[config.mk]
export PLATFORM = sky130hd
export DESIGN_NAME = clock_divider_cfg_ctrl_flat
export DESIGN_NICKNAME = d
export VERILOG_FILES = /design/src/rtl/clock_divider_cfg_ctrl_if.sv /design/src/rtl/clock_divider_cfg_ctrl.sv /design/src/flat_wrapper.sv
export SDC_FILE = /design/constraint.sdc
export NUM_CORES = 1
export LEC_CHECK = 0
export ABC_CLOCK_PERIOD_IN_PS = 4520
export CAP_MARGIN = 20
export CELL_PAD_IN_SITES_DETAIL_PLACEMENT = 0
export CELL_PAD_IN_SITES_GLOBAL_PLACEMENT = 1
export CORE_AREA = 2 2 65 67
export CTS_CLUSTER_DIAMETER = 30
export DETAILED_ROUTE_END_ITERATION = 16
export DIE_AREA = 0 0 67 69
export PLACE_DENSITY_LB_ADDON = 0.1
export SLEW_MARGIN = 20
export SYNTH_ARGS = -nofsm -noshare
export SYNTH_HDL_FRONTEND = slang
export SYNTH_SLANG_ARGS = --single-unit
[constraint.sdc]
create_clock -name i_ref_clk -period 4.52 [get_ports i_ref_clk]
set_input_delay 0.452 -clock i_ref_clk [delete_from_list [all_inputs] [get_ports i_ref_clk]]
set_output_delay 0.452 -clock i_ref_clk [all_outputs]
set_load 0.005 [all_outputs]
[src/rtl/clock_divider_cfg_ctrl_if.sv]
// Config request bus into the clock divider config stage: valid/ready plus ratio/enable payload.
interface clock_divider_cfg_ctrl_if #(
    parameter int RATIO_WIDTH = 5
) ();
    logic                   cfg_valid;
    logic                   cfg_ready;
    logic [RATIO_WIDTH-1:0] cfg_ratio;
    logic                   cfg_en;

    modport master (output cfg_valid, cfg_ratio, cfg_en, input cfg_ready);
    modport slave  (input cfg_valid, cfg_ratio, cfg_en, output cfg_ready);
endinterface

[src/rtl/clock_divider_cfg_ctrl.sv]
// Config stage for the clock divider: takes ratio/enable updates over valid/ready and applies them
// only at a divided-clock period boundary (or after a bounded wait) so the divider never emits a runt.
module clock_divider_cfg_ctrl #(
    parameter int RATIO_WIDTH = 5,
    parameter int RESET_RATIO = 1,
    parameter int MAX_WAIT    = 64
) (
    input  logic                      i_ref_clk,
    input  logic                      i_rst_n,
    clock_divider_cfg_ctrl_if.slave   cfg,
    input  logic                      i_div_clk,
    output logic [RATIO_WIDTH-1:0]    o_div_ratio,
    output logic                      o_clk_en,
    output logic                      o_busy,
    output logic                      o_cfg_err,
    output logic                      o_timeout
);
    localparam int CW = $clog2(MAX_WAIT) + 1;
    localparam logic [CW-1:0] WAIT_LAST = CW'(MAX_WAIT - 1);

    typedef enum logic [1:0] {IDLE, WAIT_EDGE, APPLY} state_t;

    state_t                 state, state_nxt;
    logic [CW-1:0]          wait_cnt, wait_cnt_nxt;
    logic                   apply_phase;
    logic                   div_clk_q;
    logic [RATIO_WIDTH-1:0] pend_ratio;
    logic                   pend_en;
    logic                   accept, reject, bypass, boundary, wait_done;
    logic                   latch_req, load_out, err_nxt, timeout_nxt;

    assign cfg.cfg_ready = (state == IDLE);
    assign o_busy        = (state != IDLE);

    assign accept    = cfg.cfg_valid & cfg.cfg_ready;
    assign reject    = cfg.cfg_en & (cfg.cfg_ratio == '0);
    // In bypass the divider output follows the ref clock, so there is no boundary worth waiting for.
    assign bypass    = ~o_clk_en | (o_div_ratio <= RATIO_WIDTH'(1));
    assign boundary  = i_div_clk & ~div_clk_q;
    assign wait_done = (wait_cnt == WAIT_LAST);

    always_comb begin
        state_nxt    = state;
        wait_cnt_nxt = wait_cnt;
        latch_req    = 1'b0;
        load_out     = 1'b0;
        err_nxt      = 1'b0;
        timeout_nxt  = 1'b0;
        case (state)
            IDLE: begin
                if (accept) begin
                    if (reject) begin
                        err_nxt = 1'b1;
                    end else begin
                        latch_req    = 1'b1;
                        wait_cnt_nxt = '0;
                        state_nxt    = bypass ? APPLY : WAIT_EDGE;
                    end
                end
            end
            WAIT_EDGE: begin
                if (boundary) begin
                    state_nxt = APPLY;
                end else if (wait_done) begin
                    state_nxt   = APPLY;
                    timeout_nxt = 1'b1;
                end else begin
                    wait_cnt_nxt = wait_cnt + CW'(1);
                end
            end
            APPLY: begin
                // Two cycles in APPLY: the update lands on the 2nd edge after the decision edge.
                if (apply_phase) begin
                    load_out  = 1'b1;
                    state_nxt = IDLE;
                end
            end
            default: state_nxt = IDLE;
        endcase
    end

    always_ff @(posedge i_ref_clk or negedge i_rst_n) begin
        if (!i_rst_n) begin
            state       <= IDLE;
            wait_cnt    <= '0;
            apply_phase <= 1'b0;
            div_clk_q   <= 1'b0;
            pend_ratio  <= RATIO_WIDTH'(RESET_RATIO);
            pend_en     <= 1'b0;
            o_div_ratio <= RATIO_WIDTH'(RESET_RATIO);
            o_clk_en    <= 1'b0;
            o_cfg_err   <= 1'b0;
            o_timeout   <= 1'b0;
        end else begin
            state       <= state_nxt;
            wait_cnt    <= wait_cnt_nxt;
            apply_phase <= (state == APPLY) & ~apply_phase;
            div_clk_q   <= i_div_clk;
            o_cfg_err   <= err_nxt;
            o_timeout   <= timeout_nxt;
            if (latch_req) begin
                pend_ratio <= cfg.cfg_ratio;
                pend_en    <= cfg.cfg_en;
            end
            if (load_out) begin
                o_div_ratio <= pend_ratio;
                o_clk_en    <= pend_en;
            end
        end
    end
endmodule
[src/flat_wrapper.sv]
// flat-port wrapper written by rule: the top's interface ports become plain ports
module clock_divider_cfg_ctrl_flat 
#(
    parameter int RATIO_WIDTH = 5,
    parameter int RESET_RATIO = 1,
    parameter int MAX_WAIT    = 64
)
  (i_ref_clk, i_rst_n, i_div_clk, o_div_ratio, o_clk_en, o_busy, o_cfg_err, o_timeout, cfg_cfg_valid, cfg_cfg_ratio, cfg_cfg_en, cfg_cfg_ready);
  clock_divider_cfg_ctrl_if #(.RATIO_WIDTH(RATIO_WIDTH)) cfg_i ();
  input  logic i_ref_clk;
  input  logic i_rst_n;
  input  logic i_div_clk;
  output logic [RATIO_WIDTH-1:0] o_div_ratio;
  output logic o_clk_en;
  output logic o_busy;
  output logic o_cfg_err;
  output logic o_timeout;
  input wire logic [$bits(cfg_i.cfg_valid)-1:0] cfg_cfg_valid;
  input wire logic [$bits(cfg_i.cfg_ratio)-1:0] cfg_cfg_ratio;
  input wire logic [$bits(cfg_i.cfg_en)-1:0] cfg_cfg_en;
  output wire logic [$bits(cfg_i.cfg_ready)-1:0] cfg_cfg_ready;
  assign cfg_i.cfg_valid = cfg_cfg_valid;
  assign cfg_i.cfg_ratio = cfg_cfg_ratio;
  assign cfg_i.cfg_en = cfg_cfg_en;
  assign cfg_cfg_ready = cfg_i.cfg_ready;
  clock_divider_cfg_ctrl #(.RATIO_WIDTH(RATIO_WIDTH), .RESET_RATIO(RESET_RATIO), .MAX_WAIT(MAX_WAIT)) u_core (.i_ref_clk(i_ref_clk), .i_rst_n(i_rst_n), .cfg(cfg_i), .i_div_clk(i_div_clk), .o_div_ratio(o_div_ratio), .o_clk_en(o_clk_en), .o_busy(o_busy), .o_cfg_err(o_cfg_err), .o_timeout(o_timeout));
endmodule
==> out/summary.txt, run 1 <==
Via-to-Cell Ratio: 4.745
Yosys top cell area share: 0.5083
cts bufs inserted: 3
CTS tree: built
Starting Density: 0.2893
CP Class: in2reg
GPL Wtd Cong: 0.7059
status: finished, final reports clean
CP max stage cell: or4_4
slowest stage delay, CP: 0.56 ns
Synth Cell Area: 1132 µm²
leakage: 0.5916 nW
Worst EP required: 4.67 ns
fraction of layout cells with a size suffix above 1: 0.1913
CTS Buffer Depth: 2
worst reg2reg path endpoint: u_core.wait_cnt[2]
Fin Setup TNS: 0 ns
HP Class: reg2reg
Detailed Routing Iterations Pass 1: 4
Routed Antenna Nets: 0
antenna violations before repair: 0
Critical Path Fanout Max: 13
H-tree levels: 1
top-count cell post-synth: dfrtp_1
first-pass GRT wire length: 3953 µm
Top Family by Delay on Critical Path: compound AO/OA/AOI/OAI gates
final hold vios: 0
Top Ports: 20
most common library cells after synthesis: dfrtp_1, mux2_2, nor2_1
Pwr Density: 536.1 nW/µm²
Global Route Usage Sum: 0.1133
std cell rows: 23
GRT Residual Overflow: 0
Post-synth EDFFs: 0
Max VDD drop: 0.0002275 V
Post-CTS Setup Inserts: 0
core area: 3914 µm²
nets@finish: 127
drt drc: 0
drt initial violations: 26
ys async rst share: 1.000
reg2reg path depth: 4
Worst Clk Skew: 0.003706 ns
Slew headroom: 0.5464
pre-CTS setup slack: 1.924 ns
main area contributors after synthesis: dfrtp_1, mux2_2, dfstp_2
final setup vio count: 0
Slew Limit Fails: 0
# diodes: 0
Die Y-Extent: 69 µm
P&R area growth vs syn: 25.30%
Post-DP HPWL: 1658 µm
die area: 4623 µm²
vias in the first global route: 830
WL/cell: 13.61 µm
Yosys top cell by area: dfrtp_1
unrepaired setup endpoints after global routing: false
maxcap violations: 0
via count: 783
total routed wirelength: 2246 µm
Hold Path Sink: u_core.apply_phase
largest net degree at the start of global routing: 26
worst setup margin: 2.262 ns
Sink Count: 25
Root Driver: clkbuf_8
Tcrit/Tclk final: 0.4996
CTS resizes: 0
CTS Hold Buffers Added: 0
Slew @ Worst Pin: 0.6759 ns
Die X: 67 µm
filler cell count: 415
clock latency on the worst-skew pair: 0.27 ns
Main synth FF type: dfrtp_1
r2r startpoint: u_core.state[1]
Port Buffer Count: 19
fin util: 0.3625
r2r setup slk: 2.73 ns
crit path capture type: flip-flop
Mapped Cells: 93
buffers plus inverters on the worst setup path: 1
sequential element share of the synthesized area: 0.5547
Synth Net Count: 104
Yosys Warn Count: 0
Syn Area/Cell: 12.18 µm²
Final min period: 2.258 ns
critical-path cell list: clkdlybuf4s50_1 -> or4_4 -> o311ai_4 -> o21ai_0 -> mux2i_1
hold path cells: 1
Hold Startpoint: u_core.apply_phase
Max Freq: 442.9 MHz
#FFs+latches synth: 25
Worst setup SP type: input port
Critical Path AT: 2.41 ns
clock transition at the registers of the reported paths: 0.09 ns
Yosys cell types: 34
-- placed cells by master (no fill, tap or decap), types with 2 or more instances in the layout --
| cell type | instances |
|---|---|
| o21ai_0 | 3 |
| nand3_1 | 4 |
| clkbuf_8 | 3 |
| dfrtp_1 | 23 |
| o21ai_1 | 2 |
| o21a_1 | 3 |
| dfstp_2 | 2 |
| o211ai_1 | 2 |
| nor2_1 | 6 |
| nand2b_1 | 3 |
| mux2i_1 | 2 |
| a21oi_1 | 2 |
| clkdlybuf4s50_1 | 19 |
| inv_1 | 5 |
| nand2_1 | 4 |
| mux2_2 | 11 |
-- sequential cells by signal, summed over array words and instances, names as in the netlist --
name	cells
u_core.wait_cnt	7
u_core.div_clk_q	1
u_core.state	2
u_core.pend_en	1
u_core.o_div_ratio	5
u_core.apply_phase	1
u_core.pend_ratio	5
u_core.o_cfg_err	1
u_core.o_timeout	1
u_core.o_clk_en	1
-- logic make-up (layout without fill, tap and decap cells) --
family          Yosys count  count (layout)  share of synthesized area
simple gates             28              28                     0.1404
flops                    25              25                     0.5547
compound gates           19              19                     0.1304
mux                      13              13                     0.1271
buf+inv                   7              29                    0.03646
fa+ha+maj                 1               1                    0.01105
-- stage by stage --
stage / instance area (µm²) / total power, mW / hold WS [ns] / std cells
after floorplan: 1132 / 0.5130 / 0.1564 / 93
final: 1419 / 0.7606 / 0.4594 / 165
after global routing: 1419 / 0.8236 / 0.4966 / 165
after detailed placement: 1370 / 0.6386 / 0.4482 / 161
after CTS: 1419 / 0.7772 / 0.4609 / 165
after global placement: 1370 / 0.6352 / 0.4471 / 161
-- where the power goes --
| group | internal, mW | total [mW] | switching [mW] |
|---|---|---|---|
| combinational | 0.166 | 0.275 | 0.109 |
| sequential | 0.302 | 0.351 | 0.0492 |
| clock | 0.0625 | 0.135 | 0.0727 |
-- layer usage --
metal	global-route usage	wire [µm]
met1	0.1511	1067
met3	0.02447	92
met4	0.06122	48
met5	0	0
met2	0.1683	1037
-- area by class of cell --
class                   instances  area, µm²  area share
multi-input cells              61      462.9      0.3263
clock inverters                 1      7.507    0.005291
clock buffers                   3      41.29     0.02910
inverters                       5      18.77     0.01323
repair buffers                 20      197.7      0.1393
well taps                      50      62.56     0.04409
flip-flops and latches         25      628.1      0.4427
-- worst max-delay path by stage --
stage                           startpoint              endpoint  slack, ns  depth (start not counted)
after detailed placement  cfg_cfg_ratio[1]    u_core.wait_cnt[1]       1.92                          5
after global placement    cfg_cfg_ratio[1]    u_core.wait_cnt[1]       2.01                          5
after global routing      cfg_cfg_ratio[0]    u_core.wait_cnt[0]       2.04                          5
after CTS                 cfg_cfg_ratio[1]    u_core.wait_cnt[1]       2.25                          5
after floorplan           cfg_cfg_ratio[1]  u_core.pend_ratio[1]       2.65                          4
final                     cfg_cfg_ratio[1]    u_core.wait_cnt[1]       2.26                          5
(Power assumes the default switching activity.)
==> run 2: changes to the inputs <==
- ABC_CLOCK_PERIOD_IN_PS: 4520 -> 1800
- clock period: 4.52 -> 1.8 ns (I/O delays scaled with it)
==> run 2 against run 1 <==
  * Clock power rose by 150%
  * Die area did not move
  * Sequential power grew to 2.5 times the previous value
  * Setup slack got worse by 2.3 ns
  * Critical path depth did not move
  * Via count is 1.4% higher
  * Flip-flop and latch count unchanged
  * Combinational power increased to 2.8 times the previous value
  * First-iteration DRC count grew 27%
  * Hold slack worse by 0.18 ns
  * Count of clock-buffer cells in the layout grew 1
==> out/summary.txt, run 2 (synthesis results as in run 1) <==
Max VDD drop: 0.0006444 V (+180%)
Clk pwr share: 0.166 (-0.012)
Sink Count: 25 (unchanged)
Slew headroom: 0.6280 (+0.08167)
GRT Residual Overflow: 0 (unchanged)
nets@finish: 134 (+5.5%)
maxcap violations: 0 (unchanged)
Die X: 67 µm (unchanged)
final setup vio count: 0 (unchanged)
total routed wirelength: 2312 µm (+2.9%)
CP Class: in2reg
first-pass GRT wire length: 4043 µm (+2.3%)
std cell rows: 23 (unchanged)
crit path capture type: flip-flop
GPL Wtd Cong: 0.7248 (+2.7%)
most frequent cells in the layout: dfrtp_1, clkdlybuf4s50_1, mux2_2, buf_4
Total Power: 1.989 mW (+160%)
clock latency on the worst-skew pair: 0.26 ns (about the same)
CTS tree: built
Routed Antenna Nets: 0 (unchanged)
Int Power: 1.392 mW (+160%)
Slew Limit Fails: 0 (unchanged)
vias in the first global route: 802 (-3.4%)
status: finished, final reports clean
storage element area: 628.1 µm² (unchanged)
Starting Density: 0.2893 (unchanged)
Global Route Usage Sum: 0.1147 (+0.001329)
Slew @ Worst Pin: 0.5507 ns (-0.1252 ns)
area of the multi-input gates: 471.7 µm² (+1.9%)
Worst setup SP type: input port
Largest Register: u_core.wait_cnt
WHS: 0.2757 ns (-0.1837 ns)
pre-CTS setup slack: -0.2810 ns (-2.205 ns)
sw frac: 0.3001 (-0.003172)
CTS Buffer Depth: 2 (unchanged)
Post-CTS Setup Inserts: 0 (unchanged)
reg2reg path depth: 5 (+1)
antenna violations before repair: 0 (unchanged)
Top Registers: u_core.wait_cnt x7, u_core.o_div_ratio x5, u_core.pend_ratio x5
WL/cell: 13.44 µm (-1.3%)
worst setup margin: 0.007859 ns (-2.254 ns)
Via-to-Cell Ratio: 4.616 (-2.7%)
part of the power in registers: 0.449 (-0.012)
core area: 3914 µm² (unchanged)
commonest non-fill, non-tap cell in the layout: dfrtp_1
Post-DP HPWL: 1690 µm (+1.9%)
Port Buffer Count: 19 (unchanged)
clock transition at the registers of the reported paths: 0.08 ns (about the same)
H-tree levels: 1 (unchanged)
fin util: 0.3772 (+0.01471)
die area: 4623 µm² (unchanged)
final hold vios: 0 (unchanged)
HP Class: in2async
largest net degree at the start of global routing: 26 (unchanged)
Detailed Routing Iterations Pass 1: 4 (unchanged)
Worst Clk Skew: 0.002168 ns (-0.001538 ns)
Root Driver: clkbuf_8
Psw: 596.9 µW (+160%)
CTS resizes: 0 (unchanged)
Critical Path AT: 1.95 ns (-0.46 ns)
Fin Setup TNS: 0 ns (unchanged)
drt drc: 0 (unchanged)
Final min period: 1.792 ns
Top Ports: 20 (unchanged)
P&R area growth vs syn: 30.39%
unrepaired setup endpoints after global routing: false
CTS Hold Buffers Added: 0 (unchanged)
Critical Path Fanout Max: 7 (-6)
Die Y-Extent: 69 µm (unchanged)
fraction of layout cells with a size suffix above 1: 0.2459 (+0.05460)
# diodes: 0 (unchanged)
Pwr Density: 1347 nW/µm² (+150%)
via count: 794 (+1.4%)
combinational power share: 0.385 (+0.024)
cts bufs inserted: 3 (unchanged)
filler cell count: 400 (-3.6%)
Max Freq: 558.0 MHz
leakage: 0.6257 nW (+5.8%)
max reg flops: 7 (unchanged)
Tcrit/Tclk final: 0.9956
drt initial violations: 33 (+27%)
Worst EP required: 1.96 ns (-2.71 ns)
-- run 2: changes by cell type in the layout (fill, tap and decap cells not counted) --
cell,previous run,this run
clkinvlp_4,1,0
clkbuf_1,0,1
a31oi_2,0,1
nor2_1,6,5
a31oi_1,1,0
o21ai_0,3,4
o21ai_1,2,1
buf_4,1,8
nor2_2,0,1
-- run 2: path summary, 6_finish.rpt --
check                                        start               endpoint  slack, ns
worst max-delay path              cfg_cfg_ratio[1]   u_core.pend_ratio[1]      0.008
worst min-delay path                       i_rst_n  u_core.o_div_ratio[4]       0.28
worst max register to register  u_core.wait_cnt[0]     u_core.wait_cnt[3]       0.13
worst min register to register  u_core.apply_phase     u_core.apply_phase       0.46
max in group asynchronous                  i_rst_n  u_core.o_div_ratio[0]       1.23
min in group i_ref_clk                   i_div_clk       u_core.div_clk_q       0.38
-- run 2: metrics by stage --
step,cell area [µm²],std cells
2_1_floorplan,1132,93
3_3_place_gp,1423,168
3_5_place_dp,1423,168
4_1_cts,1468,172
5_1_grt,1476,172
6_report,1476,172
-- run 2: metal layers --
metal  up-vias  track usage  wire length (µm)
met5         -            0                 0
met4         0      0.03401                17
met3         2      0.04241                97
met2        13       0.1474               929
met1       381       0.1760              1267
li1        398            -                 -
-- run 2: worst max-delay path: stages --
cell             delay [ns]
clkdlybuf4s50_1        0.43
or4_4                  0.57
o311ai_4               0.23
buf_4                  0.20
mux2_2                 0.33
-- run 2: area by class of cell --
cell class                 count  area share
tap                           50     0.04237
sequential                    25      0.4254
timing repair buffer          27      0.1695
inverter                       5     0.01271
clock buffer                   4     0.03051
multi-input combinational     61      0.3195
-- run 2: power groups by stage --
stage / sequential [mW] / clock (mW) / combinational (mW)
detailed placement: 0.894 / 0 / 0.770
global placement: 0.896 / 0 / 0.765
floorplan: 0.867 / 0 / 0.421
global route: 0.915 / 0.376 / 0.848
CTS: 0.886 / 0.353 / 0.770
finish: 0.893 / 0.331 / 0.765
